### src/rtl/load_store_unit_pkg.sv
`default_nettype none
// +----------------------------------------------------------------------+
// | load_store_unit_pkg : shared width codes, causes and FSM encoding     |
// | Rev 1.0                                                               |
// +----------------------------------------------------------------------+
package load_store_unit_pkg;

    localparam int LSU_XLEN = 32;
    localparam int LSU_RD_W = 5;

    localparam logic [2:0] LSU_F3_LB  = 3'b000;
    localparam logic [2:0] LSU_F3_LH  = 3'b001;
    localparam logic [2:0] LSU_F3_LW  = 3'b010;
    localparam logic [2:0] LSU_F3_LBU = 3'b100;
    localparam logic [2:0] LSU_F3_LHU = 3'b101;

    localparam logic [1:0] LSU_EXC_LMIS = 2'd0;
    localparam logic [1:0] LSU_EXC_SMIS = 2'd1;
    localparam logic [1:0] LSU_EXC_ILL  = 2'd2;

    typedef enum logic [1:0] {
        LSU_IDLE = 2'd0,
        LSU_REQ  = 2'd1,
        LSU_DONE = 2'd2
    } lsu_state_e;

    function automatic logic lsu_f3_illegal(input logic [2:0] f3);
        return (f3 == 3'b011) || (f3 == 3'b110) || (f3 == 3'b111);
    endfunction

endpackage
`default_nettype wire

### src/rtl/load_store_unit_if.sv
`default_nettype none
// +----------------------------------------------------------------------+
// | load_store_unit_if : execute, data-memory and writeback bundle        |
// | Rev 1.0                                                               |
// +----------------------------------------------------------------------+
interface load_store_unit_if #(
    parameter int XLEN = 32,
    parameter int RD_W = 5
);
    logic            ex_valid;
    logic            ex_mem_read;
    logic            ex_mem_write;
    logic [2:0]      ex_funct3;
    logic [XLEN-1:0] ex_addr;
    logic [XLEN-1:0] ex_wdata;
    logic [RD_W-1:0] ex_rd;
    logic            dm_ack;
    logic [XLEN-1:0] dm_rdata;
    logic            dm_req;
    logic            dm_we;
    logic [XLEN-1:0] dm_addr;
    logic [3:0]      dm_be;
    logic [XLEN-1:0] dm_wdata;
    logic            lsu_busy;
    logic            wb_valid;
    logic [RD_W-1:0] wb_rd;
    logic [XLEN-1:0] wb_data;
    logic            exc;
    logic [1:0]      exc_cause;
    logic [XLEN-1:0] exc_addr;

    // The LSU side: masters the data-memory bus.
    modport master (
        input  ex_valid, ex_mem_read, ex_mem_write, ex_funct3, ex_addr,
               ex_wdata, ex_rd, dm_ack, dm_rdata,
        output dm_req, dm_we, dm_addr, dm_be, dm_wdata, lsu_busy,
               wb_valid, wb_rd, wb_data, exc, exc_cause, exc_addr
    );

    modport slave (
        output ex_valid, ex_mem_read, ex_mem_write, ex_funct3, ex_addr,
               ex_wdata, ex_rd, dm_ack, dm_rdata,
        input  dm_req, dm_we, dm_addr, dm_be, dm_wdata, lsu_busy,
               wb_valid, wb_rd, wb_data, exc, exc_cause, exc_addr
    );
endinterface
`default_nettype wire

### src/rtl/load_store_unit_load_align.sv
`default_nettype none
// +----------------------------------------------------------------------+
// | lsu_load_align : selects and sign/zero-extends load data              |
// | Rev 1.0                                                               |
// +----------------------------------------------------------------------+
module lsu_load_align
    import load_store_unit_pkg::*;
#(
    parameter int XLEN = 32
) (
    input  wire logic [XLEN-1:0] rdata_i,
    input  wire logic [2:0]      funct3_i,
    input  wire logic [1:0]      off_i,
    output logic      [XLEN-1:0] data_o
);
    logic [7:0]  byte_w;
    logic [15:0] half_w;

    assign byte_w = rdata_i[{off_i, 3'b000} +: 8];
    assign half_w = off_i[1] ? rdata_i[31:16] : rdata_i[15:0];

    always_comb begin
        data_o = rdata_i;
        case (funct3_i)
            LSU_F3_LB:  data_o = {{(XLEN-8){byte_w[7]}}, byte_w};
            LSU_F3_LH:  data_o = {{(XLEN-16){half_w[15]}}, half_w};
            LSU_F3_LBU: data_o = {{(XLEN-8){1'b0}}, byte_w};
            LSU_F3_LHU: data_o = {{(XLEN-16){1'b0}}, half_w};
            default:    data_o = rdata_i;
        endcase
    end
endmodule
`default_nettype wire

### src/rtl/load_store_unit.sv
`default_nettype none
// +----------------------------------------------------------------------+
// | load_store_unit : memory stage with req/ack bus, lane alignment       |
// | Rev 1.0                                                               |
// +----------------------------------------------------------------------+
module load_store_unit
    import load_store_unit_pkg::*;
#(
    parameter int XLEN = LSU_XLEN,
    parameter int RD_W = LSU_RD_W
) (
    input  wire logic       clk,
    input  wire logic       rstn,
    load_store_unit_if.master bus
);
    lsu_state_e      state_q;
    logic            dm_req_q;
    logic            dm_we_q;
    logic [XLEN-1:0] dm_addr_q;
    logic [3:0]      dm_be_q;
    logic [XLEN-1:0] dm_wdata_q;
    logic            wb_valid_q;
    logic [RD_W-1:0] wb_rd_q;
    logic [XLEN-1:0] wb_data_q;
    logic            exc_q;
    logic [1:0]      exc_cause_q;
    logic [XLEN-1:0] exc_addr_q;
    logic [2:0]      f3_q;
    logic [1:0]      off_q;

    logic            one_op;
    logic            both_op;
    logic            f3_bad;
    logic            is_ill;
    logic            is_mis;
    logic            is_go;
    logic [3:0]      be_d;
    logic [XLEN-1:0] wdata_d;
    logic [XLEN-1:0] load_data_d;

    assign one_op  = bus.ex_valid && (bus.ex_mem_read ^ bus.ex_mem_write);
    assign both_op = bus.ex_valid && bus.ex_mem_read && bus.ex_mem_write;
    assign f3_bad  = lsu_f3_illegal(bus.ex_funct3);
    assign is_ill  = both_op || (one_op && f3_bad);
    assign is_mis  = one_op && !f3_bad &&
                     (((bus.ex_funct3[1:0] == 2'b01) && bus.ex_addr[0]) ||
                      ((bus.ex_funct3[1:0] == 2'b10) && (bus.ex_addr[1:0] != 2'b00)));
    assign is_go   = one_op && !f3_bad && !is_mis;

    // Store lanes follow funct3[1:0]; loads always fetch the full word.
    always_comb begin
        be_d    = 4'b1111;
        wdata_d = bus.ex_wdata;
        if (bus.ex_mem_write) begin
            case (bus.ex_funct3[1:0])
                2'b00: begin
                    be_d    = 4'b0001 << bus.ex_addr[1:0];
                    wdata_d = {4{bus.ex_wdata[7:0]}};
                end
                2'b01: begin
                    be_d    = 4'b0011 << bus.ex_addr[1:0];
                    wdata_d = {2{bus.ex_wdata[15:0]}};
                end
                default: begin
                    be_d    = 4'b1111;
                    wdata_d = bus.ex_wdata;
                end
            endcase
        end
    end

    lsu_load_align #(
        .XLEN(XLEN)
    ) u_load_align (
        .rdata_i (bus.dm_rdata),
        .funct3_i(f3_q),
        .off_i   (off_q),
        .data_o  (load_data_d)
    );

    always_ff @(posedge clk) begin
        if (!rstn) begin
            state_q     <= LSU_IDLE;
            dm_req_q    <= 1'b0;
            dm_we_q     <= 1'b0;
            dm_addr_q   <= '0;
            dm_be_q     <= '0;
            dm_wdata_q  <= '0;
            wb_valid_q  <= 1'b0;
            wb_rd_q     <= '0;
            wb_data_q   <= '0;
            exc_q       <= 1'b0;
            exc_cause_q <= '0;
            exc_addr_q  <= '0;
            f3_q        <= '0;
            off_q       <= '0;
        end else begin
            exc_q      <= 1'b0;
            wb_valid_q <= 1'b0;
            case (state_q)
                LSU_IDLE: begin
                    if (is_ill || is_mis) begin
                        exc_q       <= 1'b1;
                        exc_addr_q  <= bus.ex_addr;
                        exc_cause_q <= is_ill ? LSU_EXC_ILL :
                                       (bus.ex_mem_write ? LSU_EXC_SMIS : LSU_EXC_LMIS);
                    end else if (is_go) begin
                        state_q    <= LSU_REQ;
                        dm_req_q   <= 1'b1;
                        dm_we_q    <= bus.ex_mem_write;
                        dm_addr_q  <= {bus.ex_addr[XLEN-1:2], 2'b00};
                        dm_be_q    <= be_d;
                        dm_wdata_q <= wdata_d;
                        wb_rd_q    <= bus.ex_rd;
                        f3_q       <= bus.ex_funct3;
                        off_q      <= bus.ex_addr[1:0];
                    end
                end
                LSU_REQ: begin
                    if (bus.dm_ack) begin
                        dm_req_q <= 1'b0;
                        dm_we_q  <= 1'b0;
                        if (dm_we_q) begin
                            state_q <= LSU_IDLE;
                        end else begin
                            wb_data_q  <= load_data_d;
                            wb_valid_q <= 1'b1;
                            state_q    <= LSU_DONE;
                        end
                    end
                end
                LSU_DONE: state_q <= LSU_IDLE;
                default:  state_q <= LSU_IDLE;
            endcase
        end
    end

    assign bus.lsu_busy  = (state_q != LSU_IDLE);
    assign bus.dm_req    = dm_req_q;
    assign bus.dm_we     = dm_we_q;
    assign bus.dm_addr   = dm_addr_q;
    assign bus.dm_be     = dm_be_q;
    assign bus.dm_wdata  = dm_wdata_q;
    assign bus.wb_valid  = wb_valid_q;
    assign bus.wb_rd     = wb_rd_q;
    assign bus.wb_data   = wb_data_q;
    assign bus.exc       = exc_q;
    assign bus.exc_cause = exc_cause_q;
    assign bus.exc_addr  = exc_addr_q;
endmodule
`default_nettype wire

### src/flat_wrapper.sv
// flat-port wrapper written by rule: the top's interface ports become plain ports
module load_store_unit_flat import load_store_unit_pkg::*;
#(
    parameter int XLEN = LSU_XLEN,
    parameter int RD_W = LSU_RD_W
)
  (clk, rstn, bus_ex_valid, bus_ex_mem_read, bus_ex_mem_write, bus_ex_funct3, bus_ex_addr, bus_ex_wdata, bus_ex_rd, bus_dm_ack, bus_dm_rdata, bus_dm_req, bus_dm_we, bus_dm_addr, bus_dm_be, bus_dm_wdata, bus_lsu_busy, bus_wb_valid, bus_wb_rd, bus_wb_data, bus_exc, bus_exc_cause, bus_exc_addr);
  load_store_unit_if #(.XLEN(XLEN), .RD_W(RD_W)) bus_i ();
  input  wire logic clk;
  input  wire logic rstn;
  input wire logic [$bits(bus_i.ex_valid)-1:0] bus_ex_valid;
  input wire logic [$bits(bus_i.ex_mem_read)-1:0] bus_ex_mem_read;
  input wire logic [$bits(bus_i.ex_mem_write)-1:0] bus_ex_mem_write;
  input wire logic [$bits(bus_i.ex_funct3)-1:0] bus_ex_funct3;
  input wire logic [$bits(bus_i.ex_addr)-1:0] bus_ex_addr;
  input wire logic [$bits(bus_i.ex_wdata)-1:0] bus_ex_wdata;
  input wire logic [$bits(bus_i.ex_rd)-1:0] bus_ex_rd;
  input wire logic [$bits(bus_i.dm_ack)-1:0] bus_dm_ack;
  input wire logic [$bits(bus_i.dm_rdata)-1:0] bus_dm_rdata;
  output wire logic [$bits(bus_i.dm_req)-1:0] bus_dm_req;
  output wire logic [$bits(bus_i.dm_we)-1:0] bus_dm_we;
  output wire logic [$bits(bus_i.dm_addr)-1:0] bus_dm_addr;
  output wire logic [$bits(bus_i.dm_be)-1:0] bus_dm_be;
  output wire logic [$bits(bus_i.dm_wdata)-1:0] bus_dm_wdata;
  output wire logic [$bits(bus_i.lsu_busy)-1:0] bus_lsu_busy;
  output wire logic [$bits(bus_i.wb_valid)-1:0] bus_wb_valid;
  output wire logic [$bits(bus_i.wb_rd)-1:0] bus_wb_rd;
  output wire logic [$bits(bus_i.wb_data)-1:0] bus_wb_data;
  output wire logic [$bits(bus_i.exc)-1:0] bus_exc;
  output wire logic [$bits(bus_i.exc_cause)-1:0] bus_exc_cause;
  output wire logic [$bits(bus_i.exc_addr)-1:0] bus_exc_addr;
  assign bus_i.ex_valid = bus_ex_valid;
  assign bus_i.ex_mem_read = bus_ex_mem_read;
  assign bus_i.ex_mem_write = bus_ex_mem_write;
  assign bus_i.ex_funct3 = bus_ex_funct3;
  assign bus_i.ex_addr = bus_ex_addr;
  assign bus_i.ex_wdata = bus_ex_wdata;
  assign bus_i.ex_rd = bus_ex_rd;
  assign bus_i.dm_ack = bus_dm_ack;
  assign bus_i.dm_rdata = bus_dm_rdata;
  assign bus_dm_req = bus_i.dm_req;
  assign bus_dm_we = bus_i.dm_we;
  assign bus_dm_addr = bus_i.dm_addr;
  assign bus_dm_be = bus_i.dm_be;
  assign bus_dm_wdata = bus_i.dm_wdata;
  assign bus_lsu_busy = bus_i.lsu_busy;
  assign bus_wb_valid = bus_i.wb_valid;
  assign bus_wb_rd = bus_i.wb_rd;
  assign bus_wb_data = bus_i.wb_data;
  assign bus_exc = bus_i.exc;
  assign bus_exc_cause = bus_i.exc_cause;
  assign bus_exc_addr = bus_i.exc_addr;
  load_store_unit #(.XLEN(XLEN), .RD_W(RD_W)) u_core (.clk(clk), .rstn(rstn), .bus(bus_i));
endmodule
### config.mk
export PLATFORM = sky130hd
export DESIGN_NAME = load_store_unit_flat
export DESIGN_NICKNAME = d
export VERILOG_FILES = /design/src/rtl/load_store_unit_pkg.sv /design/src/rtl/load_store_unit_if.sv /design/src/rtl/load_store_unit_load_align.sv /design/src/rtl/load_store_unit.sv /design/src/flat_wrapper.sv
export SDC_FILE = /design/constraint.sdc
export NUM_CORES = 1
export LEC_CHECK = 0
export CAP_MARGIN = 20
export CORE_MARGIN = 3
export CORE_UTILIZATION = 45
export CTS_BUF_LIST = sky130_fd_sc_hd__clkbuf_4
export CTS_CLUSTER_SIZE = 40
export DETAILED_ROUTE_END_ITERATION = 10
export GPL_TIMING_DRIVEN = 1
export MAX_ROUTING_LAYER = met4
export PLACE_DENSITY = 0.82
export SLEW_MARGIN = 20
export SYNTH_ARGS = -nofsm -noshare
export SYNTH_HDL_FRONTEND = slang
export SYNTH_SLANG_ARGS = --single-unit
### constraint.sdc
create_clock -name clk -period 2.86 [get_ports clk]
set_input_delay 0.715 -clock clk [delete_from_list [all_inputs] [get_ports clk]]
set_output_delay 0.715 -clock clk [all_outputs]
set_load 0.05 [all_outputs]
Word level (Yosys, flattened, before mapping)
Index checks and enable logic that the tools add are counted.
{ "word_totals": {"ff_bits": 148, "in_bits": 110, "out_inout_bits": 144, "elab_cells": 83} }
{ "classes": {"eq_ne": 12, "shifts": 3, "mux": 22, "bitwise": 3, "n_reduce_logical": 29} }
{ "op_table": {"columns": ["operator", "count"], "rows": [
  ["$pmux 32 s4", 1],
  ["$pmux 32 s2", 1],
  ["$mux 32", 1],
  ["$shiftx 32x6->8", 1],
  ["$mux 16", 1],
  ["$eq 3x3->1 const B", 4],
  ["$reduce_and 3->1", 4],
  ["$mux 2", 5],
  ["$logic_and 1x1->1", 9],
  ["$mux 1", 8],
  ["$pmux 4 s2", 1],
  ["$reduce_bool 2->1", 3],
  ["$logic_or 1x1->1", 5],
  ["$eq 2x1->1 const B", 2],
  ["$logic_not 2->1", 2],
  ["$mux 4", 1],
  ["$ne 2x2->1 const B", 2],
  ["$pmux 1 s2", 2],
  ["$pmux 2 s2", 1],
  ["$reduce_and 2->1", 2],
  ["$reduce_and 4->1", 1],
  ["$shl 1x2->4 const A", 1],
  ["$shl 2x2->4 const A", 1],
  ["$eq 3x1->1 const B", 1],
  ["other kinds (7)", 9]
]} }

Logic depth before layout (Yosys ltp)
{ "depth": {"ltp_word": 11, "ltp_mapped": 6, "ltp_nobuf": 4} }

Modules after synthesis
From an unflattened synthesis, not the netlist that was laid out.
{ "hier_totals": {"cells_unflattened": 761, "hier_area_um2": 6705.2} }
{ "modules_own_cells": {"columns": ["mod", "instances", "cells_per_inst", "area_each_um2", "seq_area_each_um2"], "rows": [
  ["load_store_unit", 1, 643, 5944.5, 2962.8],
  ["lsu_load_align", 1, 118, 760.7, 0.0]
]} }

Least setup slack after synthesis
OpenSTA, ideal clock, no wires.
{ "synth_timing": {"kind": "input -> register", "from": "input bus_ex_funct3[2]", "to": "register u_core.exc_addr_q[10], in the netlist u_core.bus.exc_addr[10]", "setup_ps": 72, "arrival_time_ps": 2182, "required_time_ps": 2788, "setup_slack_ps": 606, "path_stages": 6, "path_buffers": 2, "path_cell_list": "or3_1 > a221oi_2 > nand2b_1 > buf_2 > buf_4 > mux2i_1"} }
{ "synth_via": {"elab_chain_len": 8, "elab_cells_between_ends": 12, "classes_between": "eq/ne (3); reduce/logical (9)"} }
{ "synth_lines": {"columns": ["item", "line_no", "source"], "rows": [
  ["from (decl)", "flat_wrapper.sv:14", "input wire logic [$bits(bus_i.ex_funct3)-1:0] bus_ex_funct3;"],
  ["$eq 3x2->1 or $eq 3x3->1 (tied branches)", "load_store_unit_pkg.sv:28", "return (f3 == 3'b011) || (f3 == 3'b110) || (f3 == 3'b111);"],
  ["$logic_or 1x1->1", "load_store_unit_pkg.sv:28", null],
  ["$logic_or 1x1->1 (*)", "load_store_unit_pkg.sv:28", null],
  ["$logic_not 1->1", "load_store_unit.sv:45", "assign is_mis = one_op && !f3_bad &&"],
  ["$logic_and 1x1->1 (2 in series)", "load_store_unit.sv:45", null],
  ["$logic_or 1x1->1 (*)", "load_store_unit.sv:102", "if (is_ill || is_mis) begin"],
  ["$reduce_and 2->1 (no source line) (*)", null, null],
  ["to (signal assigned)", "load_store_unit.sv:104", "exc_addr_q <= bus.ex_addr;"],
  ["to (decl)", "load_store_unit.sv:27", "logic [XLEN-1:0] exc_addr_q;"]
]} }
Mark *: on every way between the ends. The rest lies on a longest branch, timed or not.
A chain may end at the register's enable or synchronous reset.

Worst setup path in the final report
{ "layout_timing": {"from": "register u_core.state_q[0]", "to": "output bus_lsu_busy"} }
{ "layout_via": {"elab_chain_len": 1} }
{ "layout_lines": {"columns": ["item", "line_no", "source"], "rows": [
  ["from (decl)", "load_store_unit.sv:16", "lsu_state_e state_q;"],
  ["from (signal assigned)", "load_store_unit.sv:83", "state_q <= LSU_IDLE;"],
  ["from (signal assigned)", "load_store_unit.sv:108", "state_q <= LSU_REQ;"],
  ["from (signal assigned)", "load_store_unit.sv:124", "state_q <= LSU_IDLE;"],
  ["$reduce_bool 2->1", "load_store_unit.sv:138", "assign bus.lsu_busy = (state_q != LSU_IDLE);"],
  ["to (decl)", "flat_wrapper.sv:25", "output wire logic [$bits(bus_i.lsu_busy)-1:0] bus_lsu_busy;"]
]} }
Every way passes these cells.

==> metrics.txt <==
drt total wl=18600 µm; worst setup margin=about 0.16 ns; synthesized area=roughly 6500 µm²; routability cong.=0.826; I/O Buffers=251; Slew Viols, Final=0; first-pass GRT wire length=29400 µm; Avg WL per Cell=16.4 µm; fin nets=~1100; Setup violations, final=0; Initial Utilization=between 40% and 50%; total gr overflow=0; Setup crit start=u_core.state_q[0]; post-cts gate resize count=0; clock latency at the later pin of the worst-skew pair=0.58 ns; Ys Warns=0; Worst Setup Start Kind=flip-flop; die width=126 µm; slowest CP cell=clkdlybuf4s50_1; Initial DRC Count=341; clock buffer count from CTS=17; r2r startpoint=u_core.f3_q[0]; RSZ-0062 raised after global routing=no; count of cell types in the netlist=39; layout cell share with drive strength beyond 1=roughly 8.8%; Setup Skew=0.0122 ns; reg2reg end=u_core.bus.wb_data[0]; critical path capture point type=output pin; status=finished clean; Syn-to-layout area delta=46.3%; slowest stage delay, CP=0.83 ns; first drt pass iteration count=5; hold path depth=2; post-synthesis sequential area ratio=45.8%; # Max-Cap Violations=0; worst reg-to-reg setup slack=0.87 ns; Worst-path clk slew=~0.14 ns; FMAX=between 0.3 and 0.4 GHz; Vias=5962; vias in the first global route=5760; WP data required=2.14 ns; Hold EP=u_core.bus.exc_addr[14]; syn_area_per_cell=9.06 µm²; pin count of the biggest net entering global routing=64; reg2reg path depth=4; Hold WC Path Type=reg -> reg; hold_buf cts=0; Total GRT Usage=23.8%; vias per inst=about 5.2; core area=14000 µm²; Data arrival, critical path=1.99 ns; Relative slew margins=56.5%; cells after synthesis=714; post-CTS setup buffers=0; DIE AREA=15900 µm²; worst slew pin tran=between 0.6 and 0.7 ns; buffer depth of the longest clock path=2; num ports=254; Worst Path Max Fanout=5; Peak VDD IR=0.301 mV; Setup TNS Final=0 ns; chip height=between 100 and 150 µm; CTS tree=done; PwrDens=502 nW/µm²; Final ANT Viol Nets=0; Final Hold Fails=0; worst hold start=u_core.bus.exc_addr[14]; Setup Crit Path Kind=reg -> out; H-tree level count=4; critical-path cell list=nor2_1 > inv_1 > clkdlybuf4s50_1; initial antenna violation count=1; register bit total from synthesis=148; Cell Rows=43; Root Driver=clkbuf_4; Clock Sinks=148; DP Wirelength=13400 µm; final period utilization=94.5%; crit path time final=2.70 ns; Remaining DRCs=0; dpl ws=0.0580 ns; leakage power=4.04 nW
placed cells by master (no fill, tap or decap), types with 4 or more instances in the layout:
cell / n
clkdlybuf4s50_1: 250
nand2_1: 178
a2111oi_0: 7
inv_6: 8
a21o_1: 7
nor2_1: 16
a22oi_1: 8
inv_1: 4
a311oi_1: 10
nor2b_1: 4
clkbuf_4: 17
o21ai_0: 36
buf_4: 19
o21bai_1: 16
dfxtp_1: 148
a31oi_1: 7
mux2i_1: 109
nand3b_1: 9
buf_12: 4
mux2_2: 22
a21oi_1: 35
inv_8: 4
nor3b_1: 8
registers in the layout, indices dropped and copies added (netlist names), 2 cells and up:
signal,flops
u_core.off_q,2
u_core.bus.exc_addr,32
u_core.bus.wb_rd,5
u_core.f3_q,3
u_core.state_q,2
u_core.bus.dm_be,4
u_core.bus.wb_data,32
u_core.bus.exc_cause,2
u_core.bus.dm_wdata,32
u_core.bus.dm_addr,30
power by group:
part	total (W)	switching [W]	internal (W)
Sequential	0.00222	0.0000587	0.00216
Clock	0.00139	0.000900	0.000490
Combinational	0.00114	0.000673	0.000469
worst max-delay path by stage:
stage | end | slack (ns) | cells past startpoint
floorplan | u_core.bus.exc_addr[10] | 0.61 | 6
global placement | u_core.bus.exc_addr[2] | 0.14 | 6
detailed placement | u_core.bus.exc_addr[22] | 0.06 | 6
CTS | bus_lsu_busy | 0.11 | 3
global route | bus_lsu_busy | 0.01 | 3
finish | bus_lsu_busy | 0.16 | 3
cell type report:
| type | instances | area [µm²] |
|---|---|---|
| fillers | 1164 | 4520 |
| multi-input cells | 501 | 3230 |
| flip-flops and latches | 148 | 2960 |
| repair buffers | 273 | 2730 |
| well taps | 180 | 225 |
| clock inverters | 15 | 178 |
| clock buffers | 17 | 128 |
| inverters | 4 | 15.0 |
| diodes | 1 | 2.50 |
cell usage after synthesis:
library cell / number / area share (%)
o31a_1: 2 / 0.27
nand4b_1: 1 / 0.14
or3b_2: 1 / 0.14
nand4bb_1: 1 / 0.17
o221a_2: 1 / 0.17
nor3b_1: 8 / 0.93
nor3_1: 3 / 0.23
o21bai_1: 16 / 1.9
nand2b_1: 4 / 0.39
o21ai_0: 36 / 2.8
dfxtp_1: 148 / 46
a31o_1: 1 / 0.14
a311oi_1: 10 / 1.4
a21o_1: 7 / 0.81
conb_1: 1 / 0.058
nand3_1: 2 / 0.15
nor2_1: 17 / 0.99
a22oi_1: 8 / 0.93
a21oi_1: 35 / 2.7
xor2_1: 1 / 0.14
a32o_1: 1 / 0.15
mux2_2: 22 / 3.8
buf_1: 1 / 0.058
buf_4: 5 / 0.58
mux2_1: 2 / 0.35
and2_1: 1 / 0.097
inv_1: 4 / 0.23
a31oi_1: 7 / 0.68
o21ai_1: 1 / 0.077
a2111oi_0: 7 / 0.95
clkbuf_1: 45 / 2.6
buf_6: 3 / 0.52
mux2i_1: 109 / 17
nand3b_1: 9 / 1.0
or3_1: 2 / 0.19
nand2_1: 179 / 10
a221oi_2: 1 / 0.23
buf_2: 8 / 0.62
nor2b_1: 4 / 0.39
critical path, delay by kind of cell (launching register included):
family / cells / cell delay (ns)
flip-flops: 1 / 0.45
buffers and inverters: 2 / 0.90
AND/OR/NAND/NOR: 1 / 0.06
routing by layer:
metal | share of wire (%) | global-route usage (%)
met5 | 0 | -
met4 | 2.3 | 8.90
met3 | 8.9 | 7.68
met2 | 47 | 37.8
met1 | 42 | 28.2
through the flow:
| stage | std cells | power, W | hold WS [ns] | util (%) | area (µm²) |
|---|---|---|---|---|---|
| global placement | 1106 | 0.00340 | 0.444 | 65.5 | 9160 |
| CTS | 1138 | 0.00480 | 0.469 | 67.6 | 9460 |
| detailed placement | 1106 | 0.00341 | 0.450 | 65.5 | 9160 |
| floorplan | 715 | 0.00295 | 0.461 | - | 6470 |
| finish | 1139 | 0.00475 | 0.465 | 67.7 | 9470 |
| global route | 1139 | 0.00497 | 0.482 | 67.7 | 9470 |
cell families after synthesis:
logic type | Yosys count | synth area share (%)
AOI/OAI and AO/OA | 133 | 13.1
xor gates and xnor gates | 1 | 0.135
buffers and inverters | 66 | 4.62
DFF | 148 | 45.8
muxes | 133 | 21.0
other | 1 | 0.0580
and+or+nand+nor | 232 | 15.2
Power figures use the tool's default switching activity.
